### config.mk
export PLATFORM = sky130hd
export DESIGN_NAME = hazard_ctrl
export DESIGN_NICKNAME = d
export VERILOG_FILES = /design/src/rtl/hazard_ctrl.sv
export SDC_FILE = /design/constraint.sdc
export NUM_CORES = 1
export LEC_CHECK = 0
export CORE_ASPECT_RATIO = 0.5
export CORE_MARGIN = 5
export CORE_UTILIZATION = 45
export CTS_BUF_LIST = sky130_fd_sc_hd__clkbuf_4
export CTS_CLUSTER_DIAMETER = 120
export DETAILED_ROUTE_END_ITERATION = 8
export GPL_ROUTABILITY_DRIVEN = 0
export PLACE_DENSITY = 0.85
export SKIP_LAST_GASP = 1
export SLEW_MARGIN = 20
export SYNTH_ARGS = -nofsm -noshare
export SYNTH_HDL_FRONTEND = slang
export SYNTH_SLANG_ARGS = --single-unit
### constraint.sdc
create_clock -name clock -period 6.2 [get_ports clock]
set_input_delay 1.24 -clock clock [delete_from_list [all_inputs] [get_ports clock]]
set_output_delay 1.24 -clock clock [all_outputs]
set_load 0.02 [all_outputs]
### src/rtl/hazard_ctrl.sv
// Pipeline hazard controller: load-use stalls, jump flushes and multi-cycle
// operation stalls, with a saturating count of PC-stalled cycles.
module hazard_ctrl #(
  parameter int MULT_CYCLES = 4
) (
  input  logic        clock,
  input  logic        reset,
  input  logic [4:0]  ID_RS,
  input  logic [4:0]  ID_RT,
  input  logic        ID_uses_rt,
  input  logic        ID_mult_start,
  input  logic        EX_MEM_REN,
  input  logic [4:0]  EX_RT,
  input  logic        EX_PC_jump,
  output logic        PC_write,
  output logic        IF_ID_write,
  output logic        IF_ID_flush,
  output logic        ID_EX_bubble,
  output logic        busy,
  output logic [15:0] stall_count
);

  localparam logic [1:0] RUN     = 2'd0;
  localparam logic [1:0] LDSTALL = 2'd1;
  localparam logic [1:0] FLUSH   = 2'd2;
  localparam logic [1:0] MSTALL  = 2'd3;

  // The entry cycle in RUN is the first stall cycle, so MSTALL runs MULT_CYCLES-1 cycles.
  localparam logic [3:0] MULT_LOAD = 4'(MULT_CYCLES - 2);

  logic [1:0]  state_q, state_d;
  logic [3:0]  cnt_q, cnt_d;
  logic [15:0] stall_q, stall_d;
  logic        load_use;
  logic        pc_write_c, ifid_write_c, flush_c, bubble_c, busy_c;

  assign load_use = EX_MEM_REN && (EX_RT != 5'd0) &&
                    ((EX_RT == ID_RS) || (ID_uses_rt && (EX_RT == ID_RT)));

  always_comb begin
    state_d      = state_q;
    cnt_d        = cnt_q;
    pc_write_c   = 1'b1;
    ifid_write_c = 1'b1;
    flush_c      = 1'b0;
    bubble_c     = 1'b0;
    busy_c       = 1'b0;
    case (state_q)
      RUN, LDSTALL: begin
        if (EX_PC_jump) begin
          flush_c  = 1'b1;
          bubble_c = 1'b1;
          state_d  = FLUSH;
        end else if (load_use && (state_q == RUN)) begin
          pc_write_c   = 1'b0;
          ifid_write_c = 1'b0;
          bubble_c     = 1'b1;
          state_d      = LDSTALL;
        end else if (ID_mult_start) begin
          pc_write_c   = 1'b0;
          ifid_write_c = 1'b0;
          bubble_c     = 1'b1;
          busy_c       = 1'b1;
          cnt_d        = MULT_LOAD;
          state_d      = MSTALL;
        end else begin
          state_d = RUN;
        end
      end
      FLUSH: begin
        flush_c  = 1'b1;
        bubble_c = 1'b1;
        state_d  = RUN;
      end
      MSTALL: begin
        pc_write_c   = 1'b0;
        ifid_write_c = 1'b0;
        bubble_c     = 1'b1;
        busy_c       = 1'b1;
        if (cnt_q == 4'd0) begin
          state_d = RUN;
        end else begin
          cnt_d = cnt_q - 4'd1;
        end
      end
      default: state_d = RUN;
    endcase
  end

  // Reset overrides the decoded outputs so a stall request cannot leak through.
  always_comb begin
    PC_write     = reset ? 1'b1 : pc_write_c;
    IF_ID_write  = reset ? 1'b1 : ifid_write_c;
    IF_ID_flush  = reset ? 1'b0 : flush_c;
    ID_EX_bubble = reset ? 1'b0 : bubble_c;
    busy         = reset ? 1'b0 : busy_c;
  end

  always_comb begin
    stall_d = stall_q;
    if (!PC_write && (stall_q != 16'hFFFF)) begin
      stall_d = stall_q + 16'd1;
    end
  end

  always_ff @(posedge clock or posedge reset) begin
    if (reset) begin
      state_q <= RUN;
      cnt_q   <= 4'd0;
      stall_q <= 16'd0;
    end else begin
      state_q <= state_d;
      cnt_q   <= cnt_d;
      stall_q <= stall_d;
    end
  end

  assign stall_count = stall_q;

endmodule

-- Word level (Yosys, flattened, before mapping)
Index checks and enable logic that the tools add are counted.
- equal/unequal tests: 11
- add/sub/neg operators: 2
- muxes and demuxes: 27
- reduce and logical (&&, ||, !) cells: 14
- operators by type and width (cell ; number):
    $add 16x1->16 const B ; 1
    $mux 4 ; 4
    $ne 16x16->1 const B ; 1
    $mux 1 ; 13
    $eq 5x5->1 ; 2
    $ne 2x2->1 const B ; 5
    $mux 2 ; 4
    $pmux 1 s2 ; 4
    $pmux 4 s2 ; 1
    $pmux 2 s3 ; 1
    $logic_and 1x1->1 ; 5
    $reduce_and 5->1 ; 1
    $reduce_bool 5->1 ; 1
    $eq 2x2->1 const B ; 2
    $logic_not 4->1 ; 1
    $reduce_or 2->1 ; 2
    $sub 4x1->4 const B ; 1
    $eq 2x1->1 const B ; 1
    $logic_not 2->1 ; 1
    $reduce_bool 2->1 ; 1
    $logic_not 1->1 ; 1
    $logic_or 1x1->1 ; 1
- input bits: 21
- logic and storage cells: 57
- register bits: 22
- output and inout bits: 21

-- Longest topological paths before layout
Gate-level depths: netlist of run 1.
- word-level depth: 11
- gate-level depth with buffers: 8
- gate-level depth less buffers: 7

-- Worst setup path after synthesis of run 1
No wires, ideal clock.
- kind: input to output
- from: in EX_RT[1]
- to: out busy
- setup slack: 2344 ps
- arrival time: 2616 ps
- buffers on the path: 0
- stages: 5
- required time: 4960 ps
- cell sequence: or4_1 -> o211ai_2 -> nor2_1 -> a21o_1 -> a21oi_1
- cells in the longest elaborated chain, start to end: 9
- elaborated cells between the ends (all ways): 12
- classes of those cells: 2 x eq/ne; 4 x mux; 6 x reduce/logical
- RTL lines (what ; line ; source):
    from (decl) ; 13 ; input logic [4:0] EX_RT,
    $eq 5x5->1 ; 38 ; ((EX_RT == ID_RS) || (ID_uses_rt && (EX_RT == ID_RT)));
    $logic_and 1x1->1 ; 38 ;
    $logic_or 1x1->1 ; 38 ;
    $logic_and 1x1->1 (*) ; 37 ; assign load_use = EX_MEM_REN && (EX_RT != 5'd0) &&
    $logic_and 1x1->1 (*) ; 54 ; end else if (load_use && (state_q == RUN)) begin
    $mux 1 (*) ; 54 ;
    $mux 1 (*) ; 50 ; if (EX_PC_jump) begin
    $pmux 1 s2 (*) ; 48 ; case (state_q)
    $mux 1 (*) ; 96 ; busy = reset ? 1'b0 : busy_c;
    to (decl) ; 19 ; output logic busy,
Every way passes the cells marked *; elsewhere a longest branch is shown, timed or not.

-- Worst setup path after layout of run 1
Ends and elaborated chain as after synthesis.

==> results of run 1 <==
area by class of cell:
class	instances	share of cell area [%]
Multi-Input combinational cell	108	41.5
Sequential cell	22	30.4
Timing Repair Buffer	41	22.7
Tap cell	40	2.76
Clock buffer	3	1.24
Inverter	6	1.24
Clock inverter	1	0.207
registers in the layout (all words and copies together), names as in the netlist:
name,count
cnt_q,4
stall_count,16
state_q,2
per-stage QoR:
stage	area (um^2)	setup slack [ps]	hold slack (ps)	power [mW]
after floorplan	1350	2340	495	0.351
after global placement	1780	1410	499	0.428
after detailed placement	1780	1390	510	0.439
after CTS	1810	1380	530	0.507
after global routing	1810	1290	547	0.537
final	1810	1390	538	0.502
cells in the mapped netlist (all sizes together), types with 3 or more instances:
| cell type | number |
|---|---|
| nor4 | 4 |
| nand3 | 7 |
| xor2 | 10 |
| xnor2 | 14 |
| a21oi | 8 |
| o21bai | 3 |
| buf | 3 |
| dfrtp | 22 |
| nor2 | 11 |
| nand2b | 3 |
| nor3 | 6 |
| nand4 | 4 |
| inv | 6 |
| nand2 | 12 |
kinds of logic after synthesis:
group / count (synthesis)
flip-flops: 22
adder cells (fa/ha/maj): 2
AO/OA/AOI/OAI: 23
XOR/XNOR: 24
AND/OR/NAND/NOR: 56
multiplexers: 3
buffers and inverters: 9
report_power, final:
group / leakage (nW) / switching (mW) / internal [mW] / total, mW
Combinational: 0.439 / 0.114 / 0.107 / 0.221
Clock: 0.0154 / 0.0448 / 0.0235 / 0.0683
Sequential: 0.283 / 0.0393 / 0.174 / 0.213
metal layers:
| layer | up-vias | global-route usage, % | part of all wire [%] |
|---|---|---|---|
| li1 | 568 | - | - |
| met1 | 577 | 18.3 | 42 |
| met2 | 14 | 30.6 | 54 |
| met3 | 2 | 3.56 | 4.2 |
| met4 | 0 | 2.30 | 0.40 |
| met5 | - | 0 | 0 |
how the worst max path moves through the flow:
stage,from,end,slack [ps]
finish,EX_RT[1],busy,1390
global route,EX_RT[1],busy,1290
CTS,EX_RT[1],busy,1380
detailed placement,EX_RT[1],busy,1390
global placement,EX_RT[1],busy,1410
floorplan,EX_RT[1],busy,2340
==> impl_metrics.json, run 1 <==
{
  "crit_path_frequent_cell": "clkdlybuf4s50_1",
  "grt_overflow": 0,
  "drive_gt1_share_pct": 7.73,
  "routed_wirelength_mm": 3.22,
  "worst-path-max-fanout": 4,
  "worst_r2r_path_depth": 6,
  "dr_total_vias": 1161,
  "synth_top_cell_by_area": "dfrtp_1",
  "synth_top_family_by_area": "simple AND/OR/NAND/NOR gates",
  "tritoncts": "built",
  "cts_root_buffer": "clkbuf_4",
  "cts_sinks": 22,
  "timing.rr.start": "stall_count[0]",
  "first_pass_iters": 4,
  "synth_fa_ha_area_share_pct": 1.86,
  "track_usage_pct": 16.0,
  "cts_resized": 0,
  "slowest_delay_ps": 610,
  "synth_edf_count": 0,
  "finalSetupViolCount": 0,
  "nFillCells": 256,
  "ys_seq_elements": 22,
  "ys_warn_count": 0,
  "tns_ps": 0,
  "synth_cell_types": 44,
  "ios": 42,
  "p_per_area_mw_per_mm2": 277,
  "finish.net_count": 205,
  "hp-start": "stall_count[0]",
  "grt_pass1_wl_mm": 5.55,
  "synth_top_area_share_pct": 40.9,
  "cp.arrival_ps": 3570,
  "period_share_pct": 77.5,
  "fin_crit_ps": 4810,
  "worstPathCellList": "clkdlybuf4s50_1 > or4_1 > o211ai_2 > nor2_1 > a21o_1 > a21oi_1 > clkdlybuf4s50_1",
  "leakagePower_nw": 0.737,
  "synth_compound_area_share_pct": 12.3,
  "cts_max_level": 1,
  "slew_headroom_pct": 42.0,
  "cap_violations": 0,
  "rows": 14,
  "hold_end": "stall_count[0]",
  "rsz0062_at_grt": "false",
  "synth-simple-area-share_pct": 23.5,
  "path_depth": 7,
  "crit_buf_inv": 2,
  "end_kind": "primary output",
  "cts_buffer_depth": 2,
  "hold_class": "register to register",
  "cts_inserted_buffers": 3,
  "core-area_mm2": 0.00294,
  "r2r_end": "stall_count[1]",
  "clk_latency_ps": 310,
  "crit_family": "buffers and inverters",
  "peakVddDrop_mv": 0.137,
  "synthFlopType": "dfrtp_1",
  "synthToLayoutAreaGrowth_pct": 34.4,
  "syn_avg_cell_area_um2": 9.69,
  "cts_hold_buf": 0,
  "seq_area_frac_synth_pct": 40.9,
  "synth_fp_nets": 162,
  "fmax_ghz": 0.208,
  "final_common_cell": "clkdlybuf4s50_1",
  "die_y_um": 48.7,
  "syn_area_mm2": 0.00135,
  "setup.worst_path.start_class": "input pin",
  "max_slew.worst_pin.slew_ps": 868,
  "postSynthCellCount": 139,
  "hold_viol_final": 0,
  "grt_pass1_vias": 1195,
  "skew_ps": 13.0,
  "worstHoldPathCells": 1,
  "synth_mux_area_share_pct": 2.41,
  "grt_max_degree": 24,
  "multi_input_area_um2": 751,
  "final_util_pct": 61.5,
  "port_buffers": 41,
  "slowest_stage": "clkdlybuf4s50_1",
  "wire_per_inst_um": 14.6,
  "clk_pin_slew_ps": 110,
  "ys_top_cells_by_area": "dfrtp_1 (41%), xnor2_1 (9.1%), xor2_1 (6.5%)",
  "ant_nets": 0,
  "reg2reg_slack_ps": 3730,
  "crit_required_ps": 4960,
  "start_util_pct": 45.8,
  "die-area_mm2": 0.00426,
  "post-cts-setup-buffers": 0,
  "drc": 0,
  "status": "complete, no violations",
  "regArea_um2": 551,
  "die_x_um": 87.4,
  "antenna_cells": 0,
  "dr.first_iter.drc_count": 36,
  "mostFrequentLayoutCells": "clkdlybuf4s50_1 (41), dfrtp_1 (22), xnor2_1 (14)",
  "layout.cells.non_filler": 221,
  "vias_per_cell": 5.25,
  "synthXorXnorAreaFrac_pct": 15.6,
  "dp_hpwl_mm": 2.62,
  "synthArstFlopShare_pct": 100,
  "antenna_found_initial": 0,
  "slew_violations": 0,
  "place_inst": 217,
  "critPathKind": "input pin to primary output"
}
Power figures use the tool's default switching activity.
==> run 2: changes to the inputs <==
Settings changed: CORE_UTILIZATION 45 to 43.
Clock period 6.2 ns to 4.35 ns, I/O delays scaled along.
==> impl_metrics.json, run 2 (same netlist as run 1, synthesis figures left out) <==
{
  "clk_pin_slew_ps": 130,
  "pwr-share-seq_pct": 38.8,
  "dr_total_vias": 1157,
  "dp_hpwl_mm": 2.44,
  "slew_violations": 0,
  "tns_ps": 0,
  "cts_sinks": 22,
  "synthToLayoutAreaGrowth_pct": 36.9,
  "grt_pass1_vias": 1151,
  "die_x_um": 89.2,
  "rows": 14,
  "wire_per_inst_um": 14.2,
  "internal_power_mw": 0.494,
  "skew_ps": 2.57,
  "fmax_ghz": 0.244,
  "rsz0062_at_grt": "false",
  "dr.first_iter.drc_count": 43,
  "hold_viol_final": 0,
  "grt_pass1_wl_mm": 5.22,
  "p_per_area_mw_per_mm2": 422,
  "cts_resized": 0,
  "slowest_stage": "clkdlybuf4s50_1",
  "antenna_cells": 0,
  "worstPathCellList": "clkdlybuf4s50_1 > or4_1 > o211ai_2 > nor2_1 > a21o_1 > a21oi_1 > clkdlybuf4s50_1",
  "vias_per_cell": 5.21,
  "crit_required_ps": 3480,
  "ant_nets": 0,
  "port_buffers": 41,
  "die-area_mm2": 0.00442,
  "cts_buffer_depth": 2,
  "peakVddDrop_mv": 0.273,
  "p_sw_share_pct": 36.6,
  "mostFrequentLayoutCells": "clkdlybuf4s50_1 (41), dfrtp_1 (22), xnor2_1 (14)",
  "slew_headroom_pct": 54.7,
  "leakagePower_nw": 0.754,
  "routed_wirelength_mm": 3.15,
  "power_frac_clock_pct": 20.8,
  "slowest_delay_ps": 620,
  "end_kind": "primary output",
  "setup.worst_path.start_class": "input pin",
  "hold_class": "register to register",
  "core-area_mm2": 0.00300,
  "cp.arrival_ps": 3230,
  "comb_power_share_pct": 40.4,
  "die_y_um": 49.6,
  "tritoncts": "built",
  "cts_max_level": 1,
  "cts_hold_buf": 0,
  "cts_inserted_buffers": 3,
  "post-cts-setup-buffers": 0,
  "final_common_cell": "clkdlybuf4s50_1",
  "grt_max_degree": 23,
  "critPathKind": "input pin to primary output",
  "fin_crit_ps": 4100,
  "period_share_pct": 94.3,
  "final_util_pct": 61.6,
  "worst-path-max-fanout": 4,
  "track_usage_pct": 15.0,
  "crit_family": "buffers and inverters",
  "cts_root_buffer": "clkbuf_4",
  "status": "complete, no violations",
  "first_pass_iters": 4,
  "p_sw_mw": 0.285,
  "crit_buf_inv": 2,
  "grt_overflow": 0,
  "cap_violations": 0,
  "max_slew.worst_pin.slew_ps": 678,
  "start_util_pct": 45.0,
  "crit_path_frequent_cell": "clkdlybuf4s50_1",
  "finalSetupViolCount": 0,
  "antenna_found_initial": 0,
  "ios": 42,
  "drc": 0,
  "clk_latency_ps": 320,
  "largest_reg_flops": 16,
  "drive_gt1_share_pct": 8.79,
  "finish.net_count": 206
}
run 2: area by class of cell:
type,instances,area [um^2]
fill,248,1150
multi-input combinational,108,751
sequential,22,551
timing repair buffer,42,418
tap,40,50.0
clock inverter,1,30.0
clock buffer,3,22.5
inverter,6,22.5
run 2: worst reg2reg max path: stages, from the launching register on:
cell and delay, ps:
dfrtp_1 440, ha_1 240, nand2_1 160, nor4_2 450
a211oi_1 160, a31oi_2 570, mux2_1 380
run 2: power by group through the flow:
| stage | combinational [mW] | clock [mW] | sequential, mW |
|---|---|---|---|
| after floorplan | 0.181 | 0 | 0.320 |
| after global placement | 0.307 | 0 | 0.304 |
| after detailed placement | 0.317 | 0 | 0.306 |
| after CTS | 0.318 | 0.165 | 0.302 |
| after global routing | 0.345 | 0.174 | 0.311 |
| final | 0.314 | 0.162 | 0.302 |
run 2: per-layer routing:
| metal | vias to the layer above | GRT usage [%] | wire length [um] |
|---|---|---|---|
| met5 | - | 0 | 0 |
| met4 | 0 | 3.71 | 17 |
| met3 | 2 | 3.33 | 116 |
| met2 | 25 | 27.8 | 1620 |
| met1 | 560 | 17.4 | 1390 |
| li1 | 570 | - | - |
run 2: path summary, 6_finish.rpt:
path	start	to	slack, ps	depth (start not counted)
setup / recovery	EX_RT[1]	busy	250	7
hold / removal	stall_count[11]	stall_count[11]	520	1
setup reg to reg	stall_count[0]	stall_count[1]	1870	6
hold reg to reg	stall_count[11]	stall_count[11]	520	1
max in group asynchronous	reset	stall_count[3]	3020	3
min in group asynchronous	reset	stall_count[10]	1110	3
run 2: stage by stage:
step | setup slack, ps | instance area (um^2) | hold WS (ps) | instances | power (mW)
global placement | 303 | 1790 | 500 | 218 | 0.611
detailed placement | 234 | 1790 | 501 | 218 | 0.623
global route | 131 | 1840 | 549 | 222 | 0.830
floorplan | 1230 | 1350 | 495 | 139 | 0.501
finish | 246 | 1840 | 523 | 222 | 0.778
CTS | 232 | 1840 | 522 | 222 | 0.786
==> run 3: changes to the inputs <==
Settings changed: SKIP_LAST_GASP 1 to unset.
==> results of run 3 <==
Same layout as run 2: the final DEF is identical, and so are final timing and power.
